### src/rtl/alt_mge_core_pll_rst_ctrl.sv
// Power-up / reset sequencer for the MGE core fPLL.
// Drives pll_powerdown, watches the PLL's asynchronous lock and calibration
// status, and qualifies pll_ready and core_reset. Loss of lock or
// recalibration while ready re-runs the sequence. Timeouts force a retry.
// Runs on the free-running management clock.
module alt_mge_core_pll_rst_ctrl #(
  parameter int PD_CYCLES    = 100,
  parameter int CAL_TIMEOUT  = 1048576,
  parameter int LOCK_TIMEOUT = 1048576,
  parameter int LOCK_STABLE  = 1000,
  parameter int LOL_FILTER   = 4,
  parameter int RELEASE_DLY  = 16,
  parameter int SYNC_STAGES  = 2
) (
  input  logic       clk,
  input  logic       reset,
  input  logic       pll_rst_req,
  input  logic       pll_locked,
  input  logic       pll_cal_busy,
  output logic       pll_powerdown,
  output logic       pll_ready,
  output logic       core_reset,
  output logic [2:0] state,
  output logic [7:0] lol_count,
  output logic       timeout_err
);

  localparam logic [2:0] PWRDN     = 3'd0;
  localparam logic [2:0] WAIT_CAL  = 3'd1;
  localparam logic [2:0] WAIT_LOCK = 3'd2;
  localparam logic [2:0] STABLE    = 3'd3;
  localparam logic [2:0] READY     = 3'd4;

  function automatic int max_of(input int a, input int b);
    return (a > b) ? a : b;
  endfunction

  // One shared counter serves every state, so it is sized for the largest limit.
  localparam int MAXP = max_of(max_of(max_of(PD_CYCLES, CAL_TIMEOUT),
                                      max_of(LOCK_TIMEOUT, LOCK_STABLE)),
                               RELEASE_DLY);
  localparam int CW = (MAXP > 1) ? $clog2(MAXP) : 1;
  localparam int LW = (LOL_FILTER > 1) ? $clog2(LOL_FILTER) : 1;

  localparam logic [CW-1:0] PD_LAST     = CW'(PD_CYCLES - 1);
  localparam logic [CW-1:0] CAL_LAST    = CW'(CAL_TIMEOUT - 1);
  localparam logic [CW-1:0] LOCK_LAST   = CW'(LOCK_TIMEOUT - 1);
  localparam logic [CW-1:0] STABLE_LAST = CW'(LOCK_STABLE - 1);
  localparam logic [CW-1:0] REL_LAST    = CW'(RELEASE_DLY - 1);
  localparam logic [LW-1:0] LOL_LAST    = LW'(LOL_FILTER - 1);

  logic [1:0]             rst_pipe;
  logic                   rst_hold;
  logic [SYNC_STAGES-1:0] locked_sync;
  logic [SYNC_STAGES-1:0] cal_sync;
  logic                   locked_s;
  logic                   cal_busy_s;

  logic [CW-1:0] cnt;
  logic [CW-1:0] cnt_n;
  logic [LW-1:0] lol_filt;
  logic [LW-1:0] lol_filt_n;
  logic [2:0]    state_n;
  logic          timeout_set;
  logic          lol_event;
  logic          core_reset_n;

  // Reset asserts immediately but its release reaches the FSM two clocks later.
  always_ff @(posedge clk or posedge reset) begin
    if (reset) rst_pipe <= 2'b11;
    else       rst_pipe <= {rst_pipe[0], 1'b0};
  end

  assign rst_hold = rst_pipe[1];

  // Bring the asynchronous PLL status into the management clock domain.
  always_ff @(posedge clk or posedge reset) begin
    if (reset) begin
      locked_sync <= '0;
      cal_sync    <= '0;
    end else begin
      locked_sync <= {locked_sync[SYNC_STAGES-2:0], pll_locked};
      cal_sync    <= {cal_sync[SYNC_STAGES-2:0], pll_cal_busy};
    end
  end

  assign locked_s   = locked_sync[SYNC_STAGES-1];
  assign cal_busy_s = cal_sync[SYNC_STAGES-1];

  // Next-state logic: request beats recal, recal beats lock loss, and lock
  // loss beats counter expiry. Any state change clears the counters.
  always_comb begin
    state_n     = state;
    cnt_n       = cnt;
    lol_filt_n  = '0;
    timeout_set = 1'b0;
    lol_event   = 1'b0;
    if (pll_rst_req) begin
      state_n = PWRDN;
      cnt_n   = '0;
    end else begin
      case (state)
        PWRDN: begin
          if (cnt == PD_LAST) begin
            state_n = WAIT_CAL;
            cnt_n   = '0;
          end else begin
            cnt_n = cnt + CW'(1);
          end
        end
        WAIT_CAL: begin
          if (!cal_busy_s) begin
            state_n = WAIT_LOCK;
            cnt_n   = '0;
          end else if (cnt == CAL_LAST) begin
            state_n     = PWRDN;
            cnt_n       = '0;
            timeout_set = 1'b1;
          end else begin
            cnt_n = cnt + CW'(1);
          end
        end
        WAIT_LOCK: begin
          if (locked_s) begin
            state_n = STABLE;
            cnt_n   = '0;
          end else if (cnt == LOCK_LAST) begin
            state_n     = PWRDN;
            cnt_n       = '0;
            timeout_set = 1'b1;
          end else begin
            cnt_n = cnt + CW'(1);
          end
        end
        STABLE: begin
          if (cal_busy_s) begin
            state_n = WAIT_CAL;
            cnt_n   = '0;
          end else if (!locked_s) begin
            state_n = WAIT_LOCK;
            cnt_n   = '0;
          end else if (cnt == STABLE_LAST) begin
            state_n = READY;
            cnt_n   = '0;
          end else begin
            cnt_n = cnt + CW'(1);
          end
        end
        READY: begin
          if (cal_busy_s) begin
            state_n   = WAIT_CAL;
            cnt_n     = '0;
            lol_event = 1'b1;
          end else if (!locked_s && (lol_filt == LOL_LAST)) begin
            state_n   = WAIT_LOCK;
            cnt_n     = '0;
            lol_event = 1'b1;
          end else begin
            lol_filt_n = locked_s ? '0 : lol_filt + LW'(1);
            if (cnt != REL_LAST) cnt_n = cnt + CW'(1);
          end
        end
        default: begin
          state_n = PWRDN;
          cnt_n   = '0;
        end
      endcase
    end
  end

  // core_reset releases only once READY has lasted RELEASE_DLY cycles.
  always_comb begin
    core_reset_n = 1'b1;
    if ((state == READY) && (state_n == READY) && (cnt == REL_LAST))
      core_reset_n = 1'b0;
  end

  // State, counters and outputs, all registered from the next-state decode.
  always_ff @(posedge clk or posedge reset) begin
    if (reset) begin
      state         <= PWRDN;
      cnt           <= '0;
      lol_filt      <= '0;
      pll_powerdown <= 1'b1;
      pll_ready     <= 1'b0;
      core_reset    <= 1'b1;
      lol_count     <= '0;
      timeout_err   <= 1'b0;
    end else if (rst_hold) begin
      state         <= PWRDN;
      cnt           <= '0;
      lol_filt      <= '0;
      pll_powerdown <= 1'b1;
      pll_ready     <= 1'b0;
      core_reset    <= 1'b1;
      lol_count     <= '0;
      timeout_err   <= 1'b0;
    end else begin
      state         <= state_n;
      cnt           <= cnt_n;
      lol_filt      <= lol_filt_n;
      pll_powerdown <= (state_n == PWRDN);
      pll_ready     <= (state_n == READY);
      core_reset    <= core_reset_n;
      if (timeout_set) timeout_err <= 1'b1;
      if (lol_event && (lol_count != 8'hFF)) lol_count <= lol_count + 8'd1;
    end
  end

endmodule

### config.mk
export PLATFORM = sky130hd
export DESIGN_NAME = alt_mge_core_pll_rst_ctrl
export DESIGN_NICKNAME = d
export VERILOG_FILES = /design/src/rtl/alt_mge_core_pll_rst_ctrl.sv
export SDC_FILE = /design/constraint.sdc
export NUM_CORES = 1
export LEC_CHECK = 0
export ABC_AREA = 1
export CORE_AREA = 2 2 86 80
export DETAILED_ROUTE_END_ITERATION = 12
export DIE_AREA = 0 0 88 82
export SETUP_SLACK_MARGIN = 0.2
export SLEW_MARGIN = 5
export SYNTH_ARGS = -nofsm -noshare
export SYNTH_HDL_FRONTEND = slang
export SYNTH_SLANG_ARGS = --single-unit
### constraint.sdc
create_clock -name clk -period 2 [get_ports clk]
set_clock_uncertainty 0.05 [all_clocks]
set_input_delay 0.6 -clock clk [delete_from_list [all_inputs] [get_ports clk]]
set_output_delay 0.6 -clock clk [all_outputs]
set_load 0.02 [all_outputs]
==> flow_summary.ini <==
[run_status]
status = finished, final reports clean

[sta]
setup_viol = 0
timing_hold_violations_final = 0
slew_violations = 0
period_share_pct = 93.3
hold_ws_ps = 303
post-route-min-period_ps = 1870
fmax_ghz = 0.536
rsz0062_at_grt = yes

[final_layout]
final_cells = 448
diodes = 0
drive_gt1_share_pct = 21.5
nets = 366
final_common_cell = nand2_1
most-common-layout-cells = 77 x nand2_1, 42 x nor2_1, 35 x inv_1, 32 x dfrtp_1, 20 x nand3_1
syn2layout_area_growth_pct = 25.6

[worst_setup_path]
crit_path_max_incr_delay_ps = 420
critPathKind = register to register
reg2reg_depth = 10
crit_buf_inv = 1
cp_max_fo = 5
arrival_ps = 1990
cp-end-kind = register
r2r_slack_ps = 130
slowest_stage = dfrtp_1
worstReg2RegStart = cnt[0]
path_delay_family = simple AND/OR/NAND/NOR gates
path_cells = ha_2 -> inv_2 -> nor2_4 -> nand2_2 -> nor2_4 -> nand3_4 -> nand2_4 -> nand4_4 -> nand2_4 -> o21ai_1
crit_required_ps = 2120
startpoint_type = register
worstSetupStartpoint = cnt[0]
reg2reg_to = cnt[2]

[synthesis]
synth_mux_area_share_pct = 0.409
synth-adder-area-share_pct = 2.04
synth_top_area_share_pct = 39.8
synth_compound_area_share_pct = 4.90
synth_area_leaders = dfrtp_1 40%, nand2_1 12%, nor2_1 6.9%
synth_top_area_cell = dfrtp_1
synthDistinctLibCells = 33
synth_area_um2 = 2450
synth-simple-area-share_pct = 37.3
synth_xor_xnor_area_share_pct = 3.93
avgSynthCellArea_um2 = 7.70
synth_fp_nets = 327
synth-seq-cells = 43
postSynthCellCount = 318
yosysWarnings = 0
ys_seq_area_share_pct = 44.1
synth_top_family_by_area = simple AND/OR/NAND/NOR gates

[global_routing]
overflow = 0
grt_pass1_vias = 1967
antenna_found_initial = 0
grt_max_degree = 44
track_usage_pct = 16.6
grt_pass1_wl_mm = 9.32

[placement]
gp_congestion = 0.860
port_buffers = 19
placedCellCount = 435
hpwl_mm = 3.91

[floorplanning]
core_area_um2 = 6340
ioPinCount = 20
die_w_um = 88
start_util_pct = 38.6
dieArea_um2 = 7220
fp.dieH_um = 82
rows = 28

[worst_hold_path]
hold_start = locked_sync[0]
hold_depth = 0
hp-class = register to register
min_to = locked_sync[1]

[routing]
antenna_left = 0
wl_per_cell_um = 12.4
drc = 0
num_vias = 2152
drt-initial-drc-count = 112
drt-pass1-iter-count = 4
viasPerCell = 4.80
routed_wl_mm = 5.55

[clock_network]
htreeDepth = 2
clock_latency_ps = 300
cts_tree = built
path_clk_slew_ps = 80
cts_buffers = 5
hold_buffers = 0
cts_sinks = 43
clockBufferDepth = 2
clockRootBuffer = clkbuf_8

[pwr]
finalPower_mw = 1.68
ir_drop_mv = 0.363
power_leakage_nw = 1.41
p_per_area_nw_per_um2 = 546

[flow_run]
drv_cap = 0
synthesized netlist by cell type, drive strengths merged:
library cell  instances
o22ai                 1
nand3b                1
dfstp                 4
nand2                84
o21ai                12
nor3                 13
and3b                 1
a31oi                 2
nor4                  2
xnor2                 2
conb                  1
nand3                22
xor2                  9
o31ai                 2
or2                   2
nor2                 60
a21oi                 4
nand4                10
mux2i                 1
ha                    4
buf                   1
dfrtp                39
inv                  41
what timing repair did:
item | 4_1_cts | 5_1_grt
pin swaps | 0 | 12
gates resized for setup | 21 | 30
gates cloned | 0 | 1
setup buffers | 1 | 3
setup endpoints to repair | 32 | 34
cells by family (layout without fill, tap and decap cells):
family	after synthesis	in the layout
simple gates	195	196
mux	1	1
fa+ha+maj	4	4
compound gates	21	21
flops	43	43
other cells	1	1
buf+inv	42	81
xor+xnor	11	11
worst max-delay path by stage:
stage	cells past startpoint	to
final	10	cnt[2]
after CTS	10	cnt[2]
after detailed placement	6	cnt[17]
after global routing	10	cnt[0]
after floorplan	11	cnt[5]
after global placement	6	cnt[17]
layer usage:
layer	track usage, %	routed length (µm)
met4	5.23	132
met3	3.12	254
met5	0	0
met2	25.5	2420
met1	23.7	2740
flip-flops by register name (all words and copies together) (netlist names), 2 cells and up:
name and count:
cnt 20, rst_pipe 2, state 3, lol_filt 2, locked_sync 2, cal_sync 2
lol_count 8
metrics by stage:
step | worst slack [ps] | cell area [µm²] | TNS (ps) | utilization (%)
floorplan | 265 | 2450 | 0 | -
global placement | 9.95 | 2810 | 0 | 44.4
detailed placement | -52.0 | 2810 | -61.4 | 44.4
CTS | 176 | 2940 | 0 | 46.4
global route | -1.97 | 3080 | -1.97 | 48.5
finish | 134 | 3080 | 0 | 48.5
worst register-to-register path: cells and delay by family, from the launching register on:
| family | cells | cell delay [ps] |
|---|---|---|
| AO/OA/AOI/OAI | 1 | 80 |
| AND/OR/NAND/NOR | 7 | 940 |
| flip-flops | 1 | 420 |
| buffers and inverters | 1 | 50 |
| adder cells (fa/ha/maj) | 1 | 220 |
power by group:
| part | switching, mW | internal, mW |
|---|---|---|
| logic | 0.0511 | 0.0258 |
| clock network | 0.312 | 0.405 |
| registers | 0.00793 | 0.878 |
| total | 0.371 | 1.31 |
area by class of cell:
| cell class | count | area, µm² |
|---|---|---|
| Fill cell | 628 | 3260 |
| Timing Repair Buffer | 32 | 284 |
| Tap cell | 90 | 113 |
| Clock inverter | 2 | 35.0 |
| Clock buffer | 6 | 82.6 |
| Multi-Input combinational cell | 234 | 1320 |
| Inverter | 41 | 154 |
| Sequential cell | 43 | 1090 |
Note: power is estimated with default switching activity, not from simulation.
